===== src/rtl/mau_pkg.sv =====
// Shared types and defaults for the load/store front end (mem_access_unit).
package mau_pkg;

  typedef enum logic [1:0] {
    SZ_B = 2'b00,
    SZ_H = 2'b01,
    SZ_W = 2'b10
  } size_e;

  typedef enum logic [1:0] {
    IDLE,
    RD,
    WR,
    RESP
  } state_e;

  localparam logic [31:0] DM_BASE_DEF  = 32'h1001_0000;
  localparam int unsigned DM_BYTES_DEF = 1024;

  // True when the size code is illegal or the offset does not suit the size.
  function automatic logic size_addr_bad(input logic [1:0] size, input logic [1:0] offset);
    case (size)
      SZ_B:    return 1'b0;
      SZ_H:    return offset[0];
      SZ_W:    return offset != 2'b00;
      default: return 1'b1;
    endcase
  endfunction

endpackage


===== src/rtl/mem_lane_align.sv =====
// Big-endian lane handling: load extract with sign/zero extension and store lane merge.
module mem_lane_align
  import mau_pkg::*;
(
  input  logic [1:0]  offset,
  input  logic [1:0]  size,
  input  logic        sign_ext,
  input  logic [31:0] word,
  input  logic [31:0] wdata,
  output logic [31:0] rdata_ext,
  output logic [31:0] merged
);

  logic [4:0]  shift_b;
  logic [4:0]  shift_h;
  logic [7:0]  lane_b;
  logic [15:0] lane_h;
  logic [31:0] mask_b;
  logic [31:0] mask_h;

  // Offset 0 is the most significant lane, so the shift is (3 - offset) lanes.
  always_comb begin
    shift_b   = {~offset, 3'b000};
    shift_h   = {~offset[1], 4'b0000};
    lane_b    = 8'(word >> shift_b);
    lane_h    = 16'(word >> shift_h);
    mask_b    = 32'h0000_00FF << shift_b;
    mask_h    = 32'h0000_FFFF << shift_h;
    rdata_ext = word;
    merged    = wdata;
    case (size)
      SZ_B: begin
        rdata_ext = {{24{sign_ext & lane_b[7]}}, lane_b};
        merged    = (word & ~mask_b) | ((32'(wdata[7:0]) << shift_b) & mask_b);
      end
      SZ_H: begin
        rdata_ext = {{16{sign_ext & lane_h[15]}}, lane_h};
        merged    = (word & ~mask_h) | ((32'(wdata[15:0]) << shift_h) & mask_h);
      end
      default: ;
    endcase
  end

endmodule


===== src/rtl/mem_access_unit.sv =====
// Load/store front end: FSM, request latches, range/alignment check, counters.
// Optional performance counters enabled by defining MAU_PERF_CNT_EN.
module mem_access_unit
  import mau_pkg::*;
#(
  parameter logic [31:0] DM_BASE  = DM_BASE_DEF,
  parameter int unsigned DM_BYTES = DM_BYTES_DEF
) (
  input  logic        clk,
  input  logic        rst,
  input  logic        req_valid,
  output logic        req_ready,
  input  logic        req_we,
  input  logic [1:0]  req_size,
  input  logic        req_signed,
  input  logic [31:0] req_addr,
  input  logic [31:0] req_wdata,
  output logic        resp_valid,
  output logic        resp_err,
  output logic [31:0] resp_rdata,
  output logic [31:0] dm_addr,
  output logic [31:0] dm_wdata,
  output logic        dm_wr,
  input  logic [31:0] dm_rdata,
  output logic [31:0] cnt_load,
  output logic [31:0] cnt_store,
  output logic [31:0] cnt_err
);

  state_e      state_reg, state_next;
  logic        we_reg;
  logic [1:0]  size_reg;
  logic        sign_reg;
  logic [1:0]  off_reg;
  logic [31:0] wdata_reg;
  logic [31:0] dm_addr_reg;
  logic [31:0] dm_wdata_reg;
  logic        resp_err_reg;
  logic [31:0] resp_rdata_reg;
  logic [31:0] req_off;
  logic        req_err;
  logic [31:0] rdata_ext;
  logic [31:0] merged;

  // Below-base addresses wrap to huge offsets, so one unsigned compare covers both ends.
  assign req_off = req_addr - DM_BASE;
  assign req_err = size_addr_bad(req_size, req_addr[1:0]) || (req_off >= DM_BYTES);

  mem_lane_align u_align (
    .offset    (off_reg),
    .size      (size_reg),
    .sign_ext  (sign_reg),
    .word      (dm_rdata),
    .wdata     (wdata_reg),
    .rdata_ext (rdata_ext),
    .merged    (merged)
  );

  always_ff @(posedge clk) begin
    if (rst) state_reg <= IDLE;
    else     state_reg <= state_next;
  end

  always_comb begin
    state_next = state_reg;
    case (state_reg)
      IDLE: if (req_valid) begin
        if (req_err)             state_next = RESP;
        else if (!req_we)        state_next = RD;
        else if (req_size == SZ_W) state_next = WR;
        else                     state_next = RD;
      end
      RD:      state_next = we_reg ? WR : RESP;
      WR:      state_next = RESP;
      RESP:    state_next = IDLE;
      default: state_next = IDLE;
    endcase
  end

  always_comb begin
    req_ready  = (state_reg == IDLE);
    resp_valid = (state_reg == RESP);
    dm_wr      = (state_reg == WR);
  end

  always_ff @(posedge clk) begin
    if (rst) begin
      we_reg         <= 1'b0;
      size_reg       <= 2'b00;
      sign_reg       <= 1'b0;
      off_reg        <= 2'b00;
      wdata_reg      <= '0;
      dm_addr_reg    <= '0;
      dm_wdata_reg   <= '0;
      resp_err_reg   <= 1'b0;
      resp_rdata_reg <= '0;
    end else begin
      case (state_reg)
        IDLE: if (req_valid) begin
          we_reg       <= req_we;
          size_reg     <= req_size;
          sign_reg     <= req_signed;
          off_reg      <= req_addr[1:0];
          wdata_reg    <= req_wdata;
          resp_err_reg <= req_err;
          if (!req_err) begin
            dm_addr_reg <= {req_addr[31:2], 2'b00};
            if (req_we && req_size == SZ_W) dm_wdata_reg <= req_wdata;
          end
        end
        // dm_rdata is valid at the end of RD: capture the load result or the merged store word.
        RD: begin
          if (we_reg) dm_wdata_reg   <= merged;
          else        resp_rdata_reg <= rdata_ext;
        end
        RESP: begin
          resp_err_reg   <= 1'b0;
          resp_rdata_reg <= '0;
        end
        default: ;
      endcase
    end
  end

  assign dm_addr    = dm_addr_reg;
  assign dm_wdata   = dm_wdata_reg;
  assign resp_err   = resp_err_reg;
  assign resp_rdata = resp_rdata_reg;

`ifdef MAU_PERF_CNT_EN
  logic [31:0] cnt_load_reg, cnt_store_reg, cnt_err_reg;

  always_ff @(posedge clk) begin
    if (rst) begin
      cnt_load_reg  <= '0;
      cnt_store_reg <= '0;
      cnt_err_reg   <= '0;
    end else if (state_reg == RESP) begin
      if (resp_err_reg)  cnt_err_reg   <= cnt_err_reg + 32'd1;
      else if (we_reg)   cnt_store_reg <= cnt_store_reg + 32'd1;
      else               cnt_load_reg  <= cnt_load_reg + 32'd1;
    end
  end

  assign cnt_load  = cnt_load_reg;
  assign cnt_store = cnt_store_reg;
  assign cnt_err   = cnt_err_reg;
`else
  assign cnt_load  = 32'h0;
  assign cnt_store = 32'h0;
  assign cnt_err   = 32'h0;
`endif

endmodule


===== config.mk =====
export PLATFORM = sky130hd
export DESIGN_NAME = mem_access_unit
export DESIGN_NICKNAME = d
export VERILOG_FILES = /design/src/rtl/mau_pkg.sv /design/src/rtl/mem_lane_align.sv /design/src/rtl/mem_access_unit.sv
export SDC_FILE = /design/constraint.sdc
export NUM_CORES = 1
export LEC_CHECK = 0
export ABC_AREA = 1
export BUFFER_PORTS_ARGS = -buffer_cell sky130_fd_sc_hd__buf_2
export CAP_MARGIN = 20
export CORE_MARGIN = 2
export CORE_UTILIZATION = 54
export DETAILED_ROUTE_END_ITERATION = 12
export GPL_TIMING_DRIVEN = 1
export PLACE_DENSITY = 0.89
export SLEW_MARGIN = 25
export SYNTH_ARGS = -nofsm -noshare
export SYNTH_HDL_FRONTEND = slang
export SYNTH_HIERARCHICAL = 1
export SYNTH_SLANG_ARGS = --single-unit

===== constraint.sdc =====
create_clock -name clk -period 3 [get_ports clk]
set_clock_uncertainty 0.1 [all_clocks]
set_input_delay 0.3 -clock clk [delete_from_list [all_inputs] [get_ports clk]]
set_output_delay 0.3 -clock clk [all_outputs]
set_load 0.05 [all_outputs]

==> flow_summary.toml <==
[outcome]
status = "finished, final reports clean"

[global_route]
antenna_found_initial = 1
grt_overflow = 0
grt_pass1_vias = 7690
grt_pass1_wl_microns = 38500
grt_use_total = 0.2966
grt_max_degree = 66

[floorplan]
dieArea_sq_um = 15970
die_y_microns = 126.4
io_pins = 299
dieWidth_microns = 126.4
start_util = 0.5543
core_sq_um = 14590
placementRows = 44

[cts]
numCtsBuffers = 17
cts-resized-gates = 0
clk_latency_ns = 0.44
cts_tree = "built"
postCtsSetupBuffers = 0
cts.path.max_buffers = 2
cts.sinks = 135
htree_levels = 4
clkSlewWorstSetupHoldPaths_ns = 0.07
cts_root_buf = "clkbuf_16"

[finish]
drive_gt1_frac = 0.1954
final_cell_area_sq_um = 9373
final_cells = 1622
final_nets = 1532
area_delta_synth_final_pct = 15.91
diodes = 0
fillers = 1337
utilization = 0.6425

[critical_path]
r2r-start = "state_reg[1]"
cp_max_fo = 34
r2r_cells = 10
critPathRequiredTime_ns = 3.21
crit_arrival_ns = 2.60
worstSetupEndpointType = "register"
r2r-end = "resp_rdata[6]"
r2r_slack_ns = 0.61
critPathLaunchType = "register"
criticalPathCategory = "reg -> reg"

[timing]
min_period_ns = 2.393
worstMarginPinSlew_ns = 0.8162
finalSetupViolations = 0
setup_tns_ns = 0
slew_headroom = 0.4543
finalHoldViolations = 0
whs_ns = 0.01389
rsz0062_at_grt = "no"
post-route-period-util = 0.7977
finalMaxSlewViolations = 0
fmax_mhz = 417.9

[place]
globalplace.congestion = 0.9989
portBuffers = 200
dpl.hpwl_microns = 17640
dp_cells = 1583
place_area_sq_um = 8700

[pwr]
vdd_drop_max_v = 0.0004285
p_per_area_nw_per_um2 = 878.2
leakage_nw = 5.038

[drt]
ant_nets = 0
routedWlPerCell_microns = 14.89
drc_errors = 0
vias_per_cell = 5.229
drtIter0Drc = 926
vias = 8482
firstDrtPassIters = 6
wl_microns = 24150

[synth]
netlist.area_leader.share = 0.3342
yosys_warnings = 6
synth_cell_types = 32
synthMuxAreaShare = 0
ys_seq_area_frac = 0.3342
ys.flop_type = "dfxtp_1"
synthXorXnorAreaFrac = 0
yosysTopAreaCell = "dfxtp_1"
postSynthCellCount = 1258
synth_top_family_by_area = "simple AND/OR/NAND/NOR gates"
synth_edf_count = 0
synth.avg_cell_area_sq_um = 6.428
synth-compound-area-share = 0.1620
synth_simple_gate_area_share = 0.3000
synthTopCellsByArea = "dfxtp_1 33%, nand2_1 14%, buf_4 9.4%"
syn-cell-area_sq_um = 8087
synthAdderAreaFrac = 0.006189
async_reset_ff_frac = 0
synth-seq-cells = 135

[job]
cap_violations = 0

[worst_hold_path]
hp-class = "in -> reg"
min_delay_path_depth = 3
min_from = "req_wdata[9]"
min_to = "wdata_reg[9]"
## area by class of cell
class / instances / area (sq um) / area share
multi-input combinational: 919 / 4156 / 0.4435
sequential: 135 / 2703 / 0.2883
timing repair buffer: 221 / 1189 / 0.1268
inverter: 131 / 491.7 / 0.05246
clock buffer: 17 / 425.4 / 0.04539
tap: 184 / 230.2 / 0.02456
clock inverter: 15 / 177.7 / 0.01896
## worst max-delay path: stages (launching register included)
cell and delay, ns:
dfxtp_1 0.34, inv_1 0.09, ha_1 0.28, clkinv_1 0.31, nor2_2 0.20, buf_4 0.33, o21bai_1 0.16, inv_1 0.05
buf_4 0.22, nand2_1 0.11, a21oi_1 0.06
## worst max-delay path by stage
stage | start | endpoint | slack, ns
3_5_place_dp | req_addr[21] | dm_wdata[18] | 0.63
5_1_grt | state_reg[1] | resp_rdata[11] | 0.42
3_3_place_gp | state_reg[0] | dm_wdata[2] | 0.73
2_1_floorplan | state_reg[0] | dm_wdata[10] | 0.56
4_1_cts | state_reg[1] | resp_rdata[25] | 0.62
6_report | state_reg[1] | resp_rdata[6] | 0.61
## synthesized netlist by cell type (2+ instances only)
library cell	count
o21a_1	5
nand4_1	3
nor2_1	146
inv_1	122
a21oi_1	82
nand2_2	4
buf_4	101
inv_2	7
nand2_1	305
buf_1	5
or2_2	4
buf_6	8
o211ai_1	36
buf_2	19
nand3_1	97
ha_1	4
dfxtp_1	135
a22oi_1	4
clkinv_1	2
nor2_2	5
nand3_2	10
o21ai_0	108
nand2_4	2
clkbuf_1	36
## logic make-up (layout without fill, tap and decap cells)
group,count (synthesis),in the layout
AO/OA/AOI/OAI,238,238
adder cells (fa/ha/maj),4,4
buffers and inverters,301,384
flip-flops,135,135
other,1,98
AND/OR/NAND/NOR,579,579
## layer usage
layer | wire length, microns | GRT usage | up-vias
met5 | 13 | 0 | -
met4 | 756 | 0.1112 | 2
met3 | 2547 | 0.08224 | 57
met2 | 10910 | 0.4715 | 457
met1 | 9923 | 0.3855 | 3832
li1 | - | - | 4134
## cells in the final DEF, fill, tap and decap left out, drive strengths merged, types with 7 or more instances in the layout
cell type,instances
dfxtp,135
inv,140
dlygate4sd3,7
o21ai,108
conb,98
nor2,152
clkbuf,17
o211ai,36
a21oi,82
buf,214
nand3,107
nand2,311
## per-stage QoR
step	setup slack (ns)	power (mW)
after floorplan	0.5596	5.352
after global placement	0.7291	5.982
after detailed placement	0.6311	6.038
after CTS	0.6203	8.198
after global routing	0.4187	8.725
final	0.6070	8.231
## report_power, final
group	switching (mW)	internal, mW	total (mW)
Combinational	2.78	0.932	3.71
Sequential	0.237	2.13	2.36
Clock	0.955	1.20	2.15
Total	3.97	4.26	8.23
## timing repair
action	4_1_cts	5_1_grt
hold buffers	7	0
endpoints found under the setup margin	0	0
hold endpoints to repair	7	0
No activity file was read; power rests on OpenSTA's default activity.
